===== config.mk =====
export PLATFORM = sky130hd
export DESIGN_NAME = ex_mul_unit_flat
export DESIGN_NICKNAME = d
export VERILOG_FILES = /design/src/rtl/ex_pkg.sv /design/src/rtl/ex_mul_unit_if.sv /design/src/rtl/mul_radix_step.sv /design/src/rtl/ex_mul_unit.sv /design/src/flat_wrapper.sv
export SDC_FILE = /design/constraint.sdc
export NUM_CORES = 1
export LEC_CHECK = 0
export ABC_CLOCK_PERIOD_IN_PS = 9500
export BUFFER_PORTS_ARGS = -buffer_cell sky130_fd_sc_hd__buf_2
export CAP_MARGIN = 20
export CORE_MARGIN = 2
export CORE_UTILIZATION = 63
export CTS_BUF_LIST = sky130_fd_sc_hd__clkbuf_2 sky130_fd_sc_hd__clkbuf_4 sky130_fd_sc_hd__clkbuf_8
export CTS_CLUSTER_DIAMETER = 60
export CTS_CLUSTER_SIZE = 12
export DETAILED_ROUTE_END_ITERATION = 8
export GPL_ROUTABILITY_DRIVEN = 0
export PLACE_DENSITY = 0.89
export SLEW_MARGIN = 20
export SYNTH_ARGS = -nofsm -noshare
export SYNTH_HDL_FRONTEND = slang
export SYNTH_HIERARCHICAL = 1
export SYNTH_SLANG_ARGS = --single-unit
export TNS_END_PERCENT = 1

===== constraint.sdc =====
create_clock -name clk_i -period 9.5 [get_ports clk_i]
set_input_delay 1.9 -clock clk_i [delete_from_list [all_inputs] [get_ports clk_i]]
set_output_delay 1.9 -clock clk_i [all_outputs]
set_load 0.05 [all_outputs]

===== src/rtl/ex_pkg.sv =====
// Shared constants and state type for the EX-stage iterative multiplier.
package ex_pkg;

    localparam logic [9:0] FUNCT_MUL   = 10'b0000001_000;
    localparam logic [1:0] ALUOP_RTYPE = 2'b10;

    typedef enum logic [1:0] {
        IDLE = 2'd0,
        BUSY = 2'd1,
        DONE = 2'd2
    } mul_state_e;

    function automatic logic is_mul(input logic [1:0] aluop, input logic [9:0] instr);
        return (aluop == ALUOP_RTYPE) && (instr == FUNCT_MUL);
    endfunction

endpackage


===== src/rtl/ex_mul_unit_if.sv =====
// ID/EX read-side bundle into the multiplier and its results toward EX/MEM and hazard logic.
interface ex_mul_unit_if;

    logic [1:0]  ALUOp_i;
    logic [9:0]  instr_i;
    logic [31:0] RDdata1_i;
    logic [31:0] RDdata2_i;
    logic [4:0]  RDaddr_i;
    logic        hold_i;
    logic        stall_o;
    logic        busy_o;
    logic        result_valid_o;
    logic [31:0] result_o;
    logic [4:0]  RDaddr_o;

    modport master (
        output ALUOp_i, instr_i, RDdata1_i, RDdata2_i, RDaddr_i, hold_i,
        input  stall_o, busy_o, result_valid_o, result_o, RDaddr_o
    );

    modport slave (
        input  ALUOp_i, instr_i, RDdata1_i, RDdata2_i, RDaddr_i, hold_i,
        output stall_o, busy_o, result_valid_o, result_o, RDaddr_o
    );

endinterface


===== src/rtl/mul_radix_step.sv =====
// One shift-add step: retires BITS_PER_CYCLE multiplier bits into the 32-bit accumulator.
module mul_radix_step #(
    parameter int BITS_PER_CYCLE = 1
) (
    input  logic [31:0] acc,
    input  logic [31:0] mcand,
    input  logic [31:0] mplier,
    output logic [31:0] acc_next,
    output logic [31:0] mcand_next,
    output logic [31:0] mplier_next
);

    logic [31:0] partial;

    always_comb begin
        // NOTE: default every always_comb output first so no path leaves it unassigned (no latch).
        partial = '0;
        for (int i = 0; i < BITS_PER_CYCLE; i++) begin
            if (mplier[i]) begin
                partial = partial + (mcand << i);
            end
        end
        acc_next    = acc + partial;
        mcand_next  = mcand << BITS_PER_CYCLE;
        mplier_next = mplier >> BITS_PER_CYCLE;
    end

endmodule


===== src/rtl/ex_mul_unit.sv =====
// Iterative MUL unit in EX: freezes the front of the pipe while it shifts and adds,
// then presents the low 32 product bits for one (or more, under hold) DONE cycles.
module ex_mul_unit
    import ex_pkg::*;
#(
    parameter int BITS_PER_CYCLE = 1
) (
    input  logic          clk_i,
    input  logic          rst_i,
    ex_mul_unit_if.slave  bus
);

    localparam int ITER  = 32 / BITS_PER_CYCLE;
    localparam int CNT_W = $clog2(ITER);
    localparam logic [CNT_W-1:0] CNT_LAST = CNT_W'(ITER - 1);

    mul_state_e       state;
    logic [31:0]      mcand;
    logic [31:0]      mplier;
    logic [31:0]      acc;
    logic [CNT_W-1:0] cnt;
    logic [4:0]       rd_q;

    logic [31:0] acc_next;
    logic [31:0] mcand_next;
    logic [31:0] mplier_next;
    logic        mul_hit;

    assign mul_hit = is_mul(bus.ALUOp_i, bus.instr_i);

    mul_radix_step #(
        .BITS_PER_CYCLE (BITS_PER_CYCLE)
    ) u_step (
        .acc         (acc),
        .mcand       (mcand),
        .mplier      (mplier),
        .acc_next    (acc_next),
        .mcand_next  (mcand_next),
        .mplier_next (mplier_next)
    );

    always_ff @(posedge clk_i) begin
        // NOTE: non-blocking assignments so every register samples pre-edge values.
        if (rst_i) begin
            state  <= IDLE;
            mcand  <= '0;
            mplier <= '0;
            acc    <= '0;
            cnt    <= '0;
            rd_q   <= '0;
        end else begin
            case (state)
                IDLE: begin
                    // hold_i does not gate the start; ID/EX is frozen by our own stall anyway.
                    if (mul_hit) begin
                        mcand  <= bus.RDdata1_i;
                        mplier <= bus.RDdata2_i;
                        acc    <= '0;
                        cnt    <= '0;
                        rd_q   <= bus.RDaddr_i;
                        state  <= BUSY;
                    end
                end
                BUSY: begin
                    acc    <= acc_next;
                    mcand  <= mcand_next;
                    mplier <= mplier_next;
                    cnt    <= cnt + CNT_W'(1);
                    if (cnt == CNT_LAST) begin
                        state <= DONE;
                    end
                end
                DONE: begin
                    if (!bus.hold_i) begin
                        state <= IDLE;
                    end
                end
                default: state <= IDLE;
            endcase
        end
    end

    // stall is combinational in IDLE so the MUL is frozen in ID/EX on its very first cycle.
    assign bus.stall_o        = (state == BUSY) || ((state == IDLE) && mul_hit);
    assign bus.busy_o         = (state == BUSY);
    assign bus.result_valid_o = (state == DONE);
    assign bus.result_o       = (state == DONE) ? acc : '0;
    assign bus.RDaddr_o       = rd_q;

endmodule


===== src/flat_wrapper.sv =====
// flat-port wrapper written by rule: the top's interface ports become plain ports
module ex_mul_unit_flat import ex_pkg::*;
#(
    parameter int BITS_PER_CYCLE = 1
)
  (clk_i, rst_i, bus_ALUOp_i, bus_instr_i, bus_RDdata1_i, bus_RDdata2_i, bus_RDaddr_i, bus_hold_i, bus_stall_o, bus_busy_o, bus_result_valid_o, bus_result_o, bus_RDaddr_o);
  ex_mul_unit_if bus_i ();
  input  logic clk_i;
  input  logic rst_i;
  input wire logic [$bits(bus_i.ALUOp_i)-1:0] bus_ALUOp_i;
  input wire logic [$bits(bus_i.instr_i)-1:0] bus_instr_i;
  input wire logic [$bits(bus_i.RDdata1_i)-1:0] bus_RDdata1_i;
  input wire logic [$bits(bus_i.RDdata2_i)-1:0] bus_RDdata2_i;
  input wire logic [$bits(bus_i.RDaddr_i)-1:0] bus_RDaddr_i;
  input wire logic [$bits(bus_i.hold_i)-1:0] bus_hold_i;
  output wire logic [$bits(bus_i.stall_o)-1:0] bus_stall_o;
  output wire logic [$bits(bus_i.busy_o)-1:0] bus_busy_o;
  output wire logic [$bits(bus_i.result_valid_o)-1:0] bus_result_valid_o;
  output wire logic [$bits(bus_i.result_o)-1:0] bus_result_o;
  output wire logic [$bits(bus_i.RDaddr_o)-1:0] bus_RDaddr_o;
  assign bus_i.ALUOp_i = bus_ALUOp_i;
  assign bus_i.instr_i = bus_instr_i;
  assign bus_i.RDdata1_i = bus_RDdata1_i;
  assign bus_i.RDdata2_i = bus_RDdata2_i;
  assign bus_i.RDaddr_i = bus_RDaddr_i;
  assign bus_i.hold_i = bus_hold_i;
  assign bus_stall_o = bus_i.stall_o;
  assign bus_busy_o = bus_i.busy_o;
  assign bus_result_valid_o = bus_i.result_valid_o;
  assign bus_result_o = bus_i.result_o;
  assign bus_RDaddr_o = bus_i.RDaddr_o;
  ex_mul_unit #(.BITS_PER_CYCLE(BITS_PER_CYCLE)) u_core (.clk_i(clk_i), .rst_i(rst_i), .bus(bus_i));
endmodule

==> results.cfg, run 1 <==
[clocking]
cts_buffer_depth = 2
cts_buffers = 9
cts_hold_buf = 0
cts_setup_buffers = 0
cts_tree = yes
path_clk_slew_ps = 120
postCtsResizedCells = 0
clk-insertion-delay-late_ps = 370
cts_max_level = 3
clock-root-buffer = clkbuf_8
clock-sinks = 108

[yosys]
syn-cell-area_um2 = 6890
ys_seq_area_frac = 0.314
synth_area_leaders = dfxtp_1 (31%), nand2_1 (8.7%), a311oi_1 (8.3%)
synthArstFlopShare = 0
ys_seq_elements = 108
synth.distinct_cells = 57
netlist_instances = 877
synthTopCellsByCount = nand2_1 (160), dfxtp_1 (108), nor2_1 (85)
synth_warnings = 6
netlist.area_leader.share = 0.314
dominantRegCellSynth = dfxtp_1
yosys.area.top_type = dfxtp_1
avgSynthCellArea_um2 = 7.86
yosysMostFrequentCell = nand2_1
synth_edf_count = 0

[timing]
min_period_ps = 5220
clock.fmax_mhz = 192
setup_viol = 0
final.period_utilization = 0.549
finalClockSkew_ps = 17.6
slew_headroom = 0.437
fin_setup_tns_ps = 0
finalMaxSlewViolations = 0
worst_pin_slew_ps = 845
rsz0062_at_grt = no
hold_viol = 0

[floorplanning]
start_util = 0.641
core_area_um2 = 10700
die_height_um = 109
die-area_um2 = 11800
rows = 38
die_x_um = 109
io_pins = 124

[layout]
drive_gt1_frac = 0.174
finish.instance_area_um2 = 7220
ff_latch_area_um2 = 2160
nets = 1015
syn_to_final_growth_pct = 4.78
fillers = 950
fin_util = 0.672
multiInputGateArea_um2 = 3980

[global_routing]
grt_pass1_vias = 5474
grt_max_degree = 95
grt_overflow = 0
gr-usage-all-layers = 0.266
grt_pass1_wl_um = 25400
antenna_found_initial = 0

[drt]
vias = 6195
ant_nets = 0
dr.first_iter.drc_count = 436
vias_per_cell = 5.94
drc = 0
wl_per_cell_um = 14.9
firstDrtPassIters = 5
routed_wl_um = 15500

[worst_setup_path]
cp_max_fo = 71
max_stage_delay_ps = 370
worstSetupEndpoint = bus_stall_o
rrSetupSlack_ps = 5730
cp.required_ps = 7600
cp-startpoint = bus_instr_i[0]
end_kind = primary output
crit_slowest_cell = nor4b_1
path_cells = buf_2 > nor4b_1 > nand4_1 > buf_4 > nand2_1 > buf_2
critPathMostFrequentCell = buf_2
cp.arrival_ps = 3320
worstRegToRegCells = 11
path_class = in -> out
timing.rr.end = u_core/acc[30]$_SDFFE_PP0P_
r2r_start = u_core/mplier[0]$_SDFFE_PP0P_
cp-start-kind = primary input

[power_and_ir_drop]
leakagePower_nw = 3.31
power_density_nw_per_um2 = 109
ir_worst_vdd_v = 0.0000929

[placement]
placed_area_um2 = 7000
hpwl_um = 10600
io_buffer_count = 123

[status]
status = finished, final reports clean

[min_path]
min_path_type = reg -> reg

[flow_run]
drv_cap = 0
## cell usage in the layout, fill, tap and decap left out, drive strengths merged, types with 3 or more instances in the layout
cell type,netlist,routed
a21o,19,19
o21ai,17,17
nor2b,4,4
a311oi,65,65
a2111oi,3,3
inv,8,13
and3,8,8
o21bai,3,3
nand4,4,4
o21a,7,7
nor3,14,14
clkbuf,44,10
xor2,12,12
dfxtp,108,108
a31oi,5,5
ha,33,33
buf,77,129
xnor2,12,12
a211oi,5,5
nand3,12,12
nor2,85,85
a22o,35,35
nand2,160,160
and2,64,64
a21oi,45,45
## stage by stage
step / hold WS [ps] / std cells / power [mW] / worst slack, ps
2_1_floorplan: 429 / 878 / 0.472 / 4690
3_3_place_gp: 445 / 1026 / 0.491 / 4310
3_5_place_dp: 448 / 1026 / 0.491 / 4260
4_1_cts: 465 / 1042 / 0.792 / 4270
5_1_grt: 490 / 1042 / 0.808 / 4100
6_report: 463 / 1043 / 0.787 / 4280
## area by class of cell
type,count,area share
clock buffers,10,0.0191
well taps,140,0.0243
inverters,8,0.00416
repair buffers,129,0.0915
diodes,1,0.000347
multi-input cells,641,0.551
clock inverters,6,0.0106
flip-flops and latches,108,0.299
## metal layers
metal	wire length, µm	track usage
met4	433	0.0989
met3	1070	0.0332
met1	7030	0.368
met2	7000	0.423
met5	0	0
## worst min path at each step
stage                                        startpoint                                  end  slack, ps  cells after the start
floorplan                  u_core/state[1]$_SDFFE_PP0P_         u_core/state[0]$_SDFFE_PP0P_        430                      1
global placement    u_core/bus.RDaddr_o[1]$_SDFFE_PP0P_  u_core/bus.RDaddr_o[1]$_SDFFE_PP0P_        450                      2
detailed placement  u_core/bus.RDaddr_o[1]$_SDFFE_PP0P_  u_core/bus.RDaddr_o[1]$_SDFFE_PP0P_        450                      2
CTS                 u_core/bus.RDaddr_o[1]$_SDFFE_PP0P_  u_core/bus.RDaddr_o[1]$_SDFFE_PP0P_        470                      2
global route        u_core/bus.RDaddr_o[1]$_SDFFE_PP0P_  u_core/bus.RDaddr_o[1]$_SDFFE_PP0P_        490                      2
finish              u_core/bus.RDaddr_o[1]$_SDFFE_PP0P_  u_core/bus.RDaddr_o[1]$_SDFFE_PP0P_        460                      2
## report_power, final
group / switching, mW / leakage [nW] / internal, mW
sequential: 0.000127 / 0.869 / 0.453
combinational: 0.0142 / 2.33 / 0.0140
clock: 0.170 / 0.110 / 0.135
total: 0.185 / 3.31 / 0.602
## registers in the layout, indices dropped and copies added, names as in the netlist
| register | count |
|---|---|
| u_core/state | 2 |
| u_core/mplier | 32 |
| u_core/mcand | 32 |
| u_core/bus.RDaddr_o | 5 |
| u_core/acc | 32 |
| u_core/cnt | 5 |
## critical path, delay by kind of cell
kind | cells | cell delay, ps
simple gates | 3 | 670
buf+inv | 3 | 730
## logic make-up after synthesis
family / share of synthesized area
xor gates and xnor gates: 0.0305
and+or+nand+nor: 0.238
adders and majority gates: 0.0628
buffers and inverters: 0.113
AOI/OAI and AO/OA: 0.239
other: 0.000544
DFF: 0.314
muxes: 0.00163
Note: power is estimated with default switching activity, not from simulation.
==> inputs of run 2 (changes only) <==
ABC_CLOCK_PERIOD_IN_PS = 4900   (was 9500)
CORE_UTILIZATION = 58   (was 63)
PLACE_DENSITY = 0.82   (was 0.89)
clock period = 4.9 ns   (was 9.5 ns; I/O delays follow)
==> results.cfg, run 2 (synthesized netlist as in run 1, its figures left out) <==
[worst_setup_path]
cp_max_fo = 33
path_class = reg -> reg
end_kind = flop
cp.required_ps = 5170
r2r_start = u_core/mplier[0]$_SDFFE_PP0P_
worstRegToRegCells = 11
cp-start-kind = flop
timing.rr.end = u_core/acc[28]$_SDFFE_PP0P_
cp.arrival_ps = 3960
rrSetupSlack_ps = 1210

[power_and_ir_drop]
power_mw = 1.48
power_density_nw_per_um2 = 205
leakagePower_nw = 3.30
ir_worst_vdd_v = 0.000152

[timing]
fin_setup_tns_ps = 0
finalMaxSlewViolations = 0
finalClockSkew_ps = 18.3
worst_pin_slew_ps = 885
slew_headroom = 0.410
rsz0062_at_grt = no
clock.fmax_mhz = 271
min_period_ps = 3690
hold_viol = 0
setup_viol = 0
final.period_utilization = 0.752

[global_routing]
antenna_found_initial = 0
grt_overflow = 0
grt_pass1_wl_um = 25600
gr-usage-all-layers = 0.240
grt_max_degree = 98
grt_pass1_vias = 5529

[clocking]
cts_buffers = 9
postCtsResizedCells = 0
clock-root-buffer = clkbuf_8
path_clk_slew_ps = 120
cts_tree = yes
cts_setup_buffers = 0
cts_max_level = 3
cts_hold_buf = 0
cts_buffer_depth = 2
clk-insertion-delay-late_ps = 380
clock-sinks = 108

[layout]
reg_top3 = u_core/acc: 32 flops, u_core/mcand: 32 flops, u_core/mplier: 32 flops
drive_gt1_frac = 0.174
final_cell_mix = nand2_1 (160), buf_2 (123), dfxtp_1 (108)
syn_to_final_growth_pct = 4.65
layout_commonest_cell = nand2_1
antenna_cells = 0
fin_cells = 1045
fin_util = 0.626
nets = 1015

[drt]
dr.first_iter.drc_count = 380
drc = 4
wl_per_cell_um = 14.6
ant_nets = 0
vias_per_cell = 5.82
routed_wl_um = 15300
firstDrtPassIters = 8
vias = 6085

[floorplanning]
rows = 39
die_height_um = 113
start_util = 0.598
die-area_um2 = 12800
die_x_um = 113
core_area_um2 = 11500
io_pins = 124

[placement]
io_buffer_count = 123
place_inst = 1029
hpwl_um = 10800

[status]
status = finished, violations left
violations = DRC

[min_path]
holdPathEnd = u_core/bus.RDaddr_o[0]$_SDFFE_PP0P_
min_path_type = reg -> reg
min_path_cells = 2
worstHoldStart = u_core/bus.RDaddr_o[0]$_SDFFE_PP0P_

[flow_run]
drv_cap = 0
==> run 2: metrics by stage <==
step | hold WS (ps) | setup slack (ps) | instance area (µm²)
after floorplan | 429 | 1930 | 6890
after global placement | 441 | 1410 | 7000
after detailed placement | 447 | 1290 | 7000
after CTS | 465 | 1260 | 7210
after global routing | 488 | 981 | 7210
final | 461 | 1210 | 7210
==> run 2: where the power goes <==
part	leakage [nW]	internal (mW)	switching [mW]	total [mW]
Combinational	2.33	0.0272	0.0272	0.0544
Clock	0.0994	0.213	0.334	0.548
Sequential	0.869	0.878	0.000249	0.878
==> run 2: area by class of cell <==
cell class | instances | area (µm²)
Inverter | 8 | 30.0
Clock inverter | 6 | 66.3
Tap cell | 143 | 179
Sequential cell | 108 | 2160
Clock buffer | 10 | 138
Timing Repair Buffer | 129 | 661
Multi-Input combinational cell | 641 | 3980
Fill cell | 1048 | 4310
==> run 2: worst max-delay path by stage <==
| stage | from | end | depth (start not counted) |
|---|---|---|---|
| final | u_core/mplier[0]$_SDFFE_PP0P_ | u_core/acc[28]$_SDFFE_PP0P_ | 11 |
| after global routing | u_core/mplier[0]$_SDFFE_PP0P_ | u_core/acc[28]$_SDFFE_PP0P_ | 11 |
| after CTS | u_core/mplier[0]$_SDFFE_PP0P_ | u_core/acc[28]$_SDFFE_PP0P_ | 11 |
| after detailed placement | u_core/mplier[0]$_SDFFE_PP0P_ | u_core/acc[28]$_SDFFE_PP0P_ | 11 |
| after global placement | u_core/mplier[0]$_SDFFE_PP0P_ | u_core/acc[28]$_SDFFE_PP0P_ | 11 |
| after floorplan | bus_instr_i[0] | bus_stall_o | 3 |
==> run 2: per-layer routing <==
layer / vias to the layer above / GRT usage / wire, µm
met5: - / 0 / 0
met4: 0 / 0.101 / 454
li1: 3089 / - / -
met3: 33 / 0.0380 / 943
met2: 206 / 0.371 / 6720
met1: 2757 / 0.336 / 7140
==> run 2: critical path, stage by stage, from the launching register on <==
cell	delay, ps
dfxtp_1	600
and2_1	310
ha_1	220
fa_1	420
a21o_1	220
a221oi_2	410
a211oi_2	170
a21oi_2	260
o221ai_2	170
and4_1	220
or3_1	360
a22o_1	200
==> inputs of run 3 (changes only) <==
ABC_CLOCK_PERIOD_IN_PS = 3600   (was 4900)
clock period = 3.6 ns   (was 4.9 ns; I/O delays follow)
==> results.cfg, run 3 (synthesized netlist as in run 1, its figures left out) <==
[clocking]
path_clk_slew_ps = 100
clock-sinks = 108
cts_hold_buf = 0
clock-root-buffer = clkbuf_8
cts_max_level = 3
clk-insertion-delay-late_ps = 370
cts_buffer_depth = 2
cts_tree = yes
postCtsResizedCells = 0
cts_setup_buffers = 0
cts_buffers = 9

[layout]
nets = 1021
fin_cells = 1052
final_cell_mix = nand2_1 (160), buf_2 (123), dfxtp_1 (108)
multiInputGateArea_um2 = 3970
drive_gt1_frac = 0.180
layout_commonest_cell = nand2_1
reg_top3 = u_core/acc: 32 flops, u_core/mcand: 32 flops, u_core/mplier: 32 flops
fin_util = 0.630
fillers = 1067
syn_to_final_growth_pct = 5.36
ff_latch_area_um2 = 2160

[power_and_ir_drop]
ir_worst_vdd_v = 0.000346
p_seq_frac = 0.585
p_sw_frac = 0.227
p_int_mw = 1.58
switchingPower_uw = 463
pwr-share-clk = 0.379
power_mw = 2.04
power_density_nw_per_um2 = 282
leakagePower_nw = 3.34
p_comb_frac = 0.036

[drt]
drc = 8
ant_nets = 0
vias_per_cell = 5.79
routed_wl_um = 15400
wl_per_cell_um = 14.7
firstDrtPassIters = 8
vias = 6095
dr.first_iter.drc_count = 547

[timing]
clock.fmax_mhz = 301
hold_viol = 0
slew_headroom = 0.452
min_period_ps = 3320
finalMaxSlewViolations = 0
rsz0062_at_grt = no
worst_pin_slew_ps = 821
setup_viol = 0
final.period_utilization = 0.922
fin_setup_tns_ps = 0
finalClockSkew_ps = 14.0

[placement]
hpwl_um = 11100
place_inst = 1035
io_buffer_count = 123

[worst_setup_path]
path_cells = and2_1 > ha_1 > fa_1 > a21o_1 > a221oi_2 > a211oi_2 > a21oi_2 > o221ai_2 > and4_1 > or3_1 > a22o_1
cp_max_fo = 12
path_buf_inv = 0
critPathTopFamily = compound AO/OA/AOI/OAI gates
max_stage_delay_ps = 420
cp-start-kind = flop
path_class = reg -> reg
crit_slowest_cell = fa_1
end_kind = flop
cp.arrival_ps = 3590
cp.required_ps = 3870

[floorplanning]
die_height_um = 113
die_x_um = 113
start_util = 0.598
die-area_um2 = 12800
io_pins = 124
rows = 39
core_area_um2 = 11500

[global_routing]
grt_max_degree = 80
grt_pass1_vias = 5507
gr-usage-all-layers = 0.240
grt_overflow = 0
antenna_found_initial = 1
grt_pass1_wl_um = 25400

[status]
status = finished, violations left
violations = DRC

[min_path]
min_path_type = reg -> reg

[flow_run]
drv_cap = 0
==> run 3: layout make-up <==
cell class                 count  share of cell area
clock inverter                 6              0.0100
timing repair buffer         135              0.0972
clock buffer                  10              0.0190
sequential                   108               0.298
antenna                        1            0.000345
tap                          143              0.0246
multi-input combinational    641               0.547
inverter                       8             0.00414
==> run 3: final timing paths <==
path / start / to / slack [ps] / cells past startpoint
max: u_core/mplier[0]$_SDFFE_PP0P_ / u_core/acc[28]$_SDFFE_PP0P_ / 280 / 11
min: u_core/bus.RDaddr_o[4]$_SDFFE_PP0P_ / u_core/bus.RDaddr_o[4]$_SDFFE_PP0P_ / 460 / 2
max reg2reg: u_core/mplier[0]$_SDFFE_PP0P_ / u_core/acc[28]$_SDFFE_PP0P_ / 280 / 11
min reg2reg: u_core/bus.RDaddr_o[4]$_SDFFE_PP0P_ / u_core/bus.RDaddr_o[4]$_SDFFE_PP0P_ / 460 / 2
==> run 3: through the flow <==
stage / area [µm²] / setup slack [ps] / hold WS [ps]
final: 7260 / 283 / 456
after global routing: 7260 / 60.4 / 505
after CTS: 7260 / 323 / 458
after detailed placement: 7050 / 333 / 444
after global placement: 7050 / 407 / 440
after floorplan: 6890 / 640 / 429
==> run 3: worst reg2reg max path, stage by stage, from the launching register on <==
cell and delay [ps]:
dfxtp_1 390, and2_1 200, ha_1 230, fa_1 420
a21o_1 230, a221oi_2 380, a211oi_2 170, a21oi_2 250
o221ai_2 170, and4_1 220, or3_1 360, a22o_1 200
==> run 3: power groups by stage <==
stage / combinational [mW] / clock (mW) / sequential (mW)
global route: 0.0804 / 0.838 / 1.20
global placement: 0.0738 / 0 / 1.22
floorplan: 0.0234 / 0 / 1.22
finish: 0.0740 / 0.775 / 1.19
detailed placement: 0.0743 / 0 / 1.22
CTS: 0.0746 / 0.797 / 1.19
==> run 3: per-layer routing <==
| layer | vias up | track usage | wire (µm) |
|---|---|---|---|
| met4 | 0 | 0.0756 | 283 |
| met2 | 199 | 0.391 | 7100 |
| met3 | 33 | 0.0520 | 1010 |
| met1 | 2764 | 0.320 | 7050 |
| li1 | 3099 | - | - |
| met5 | - | 0 | 0 |
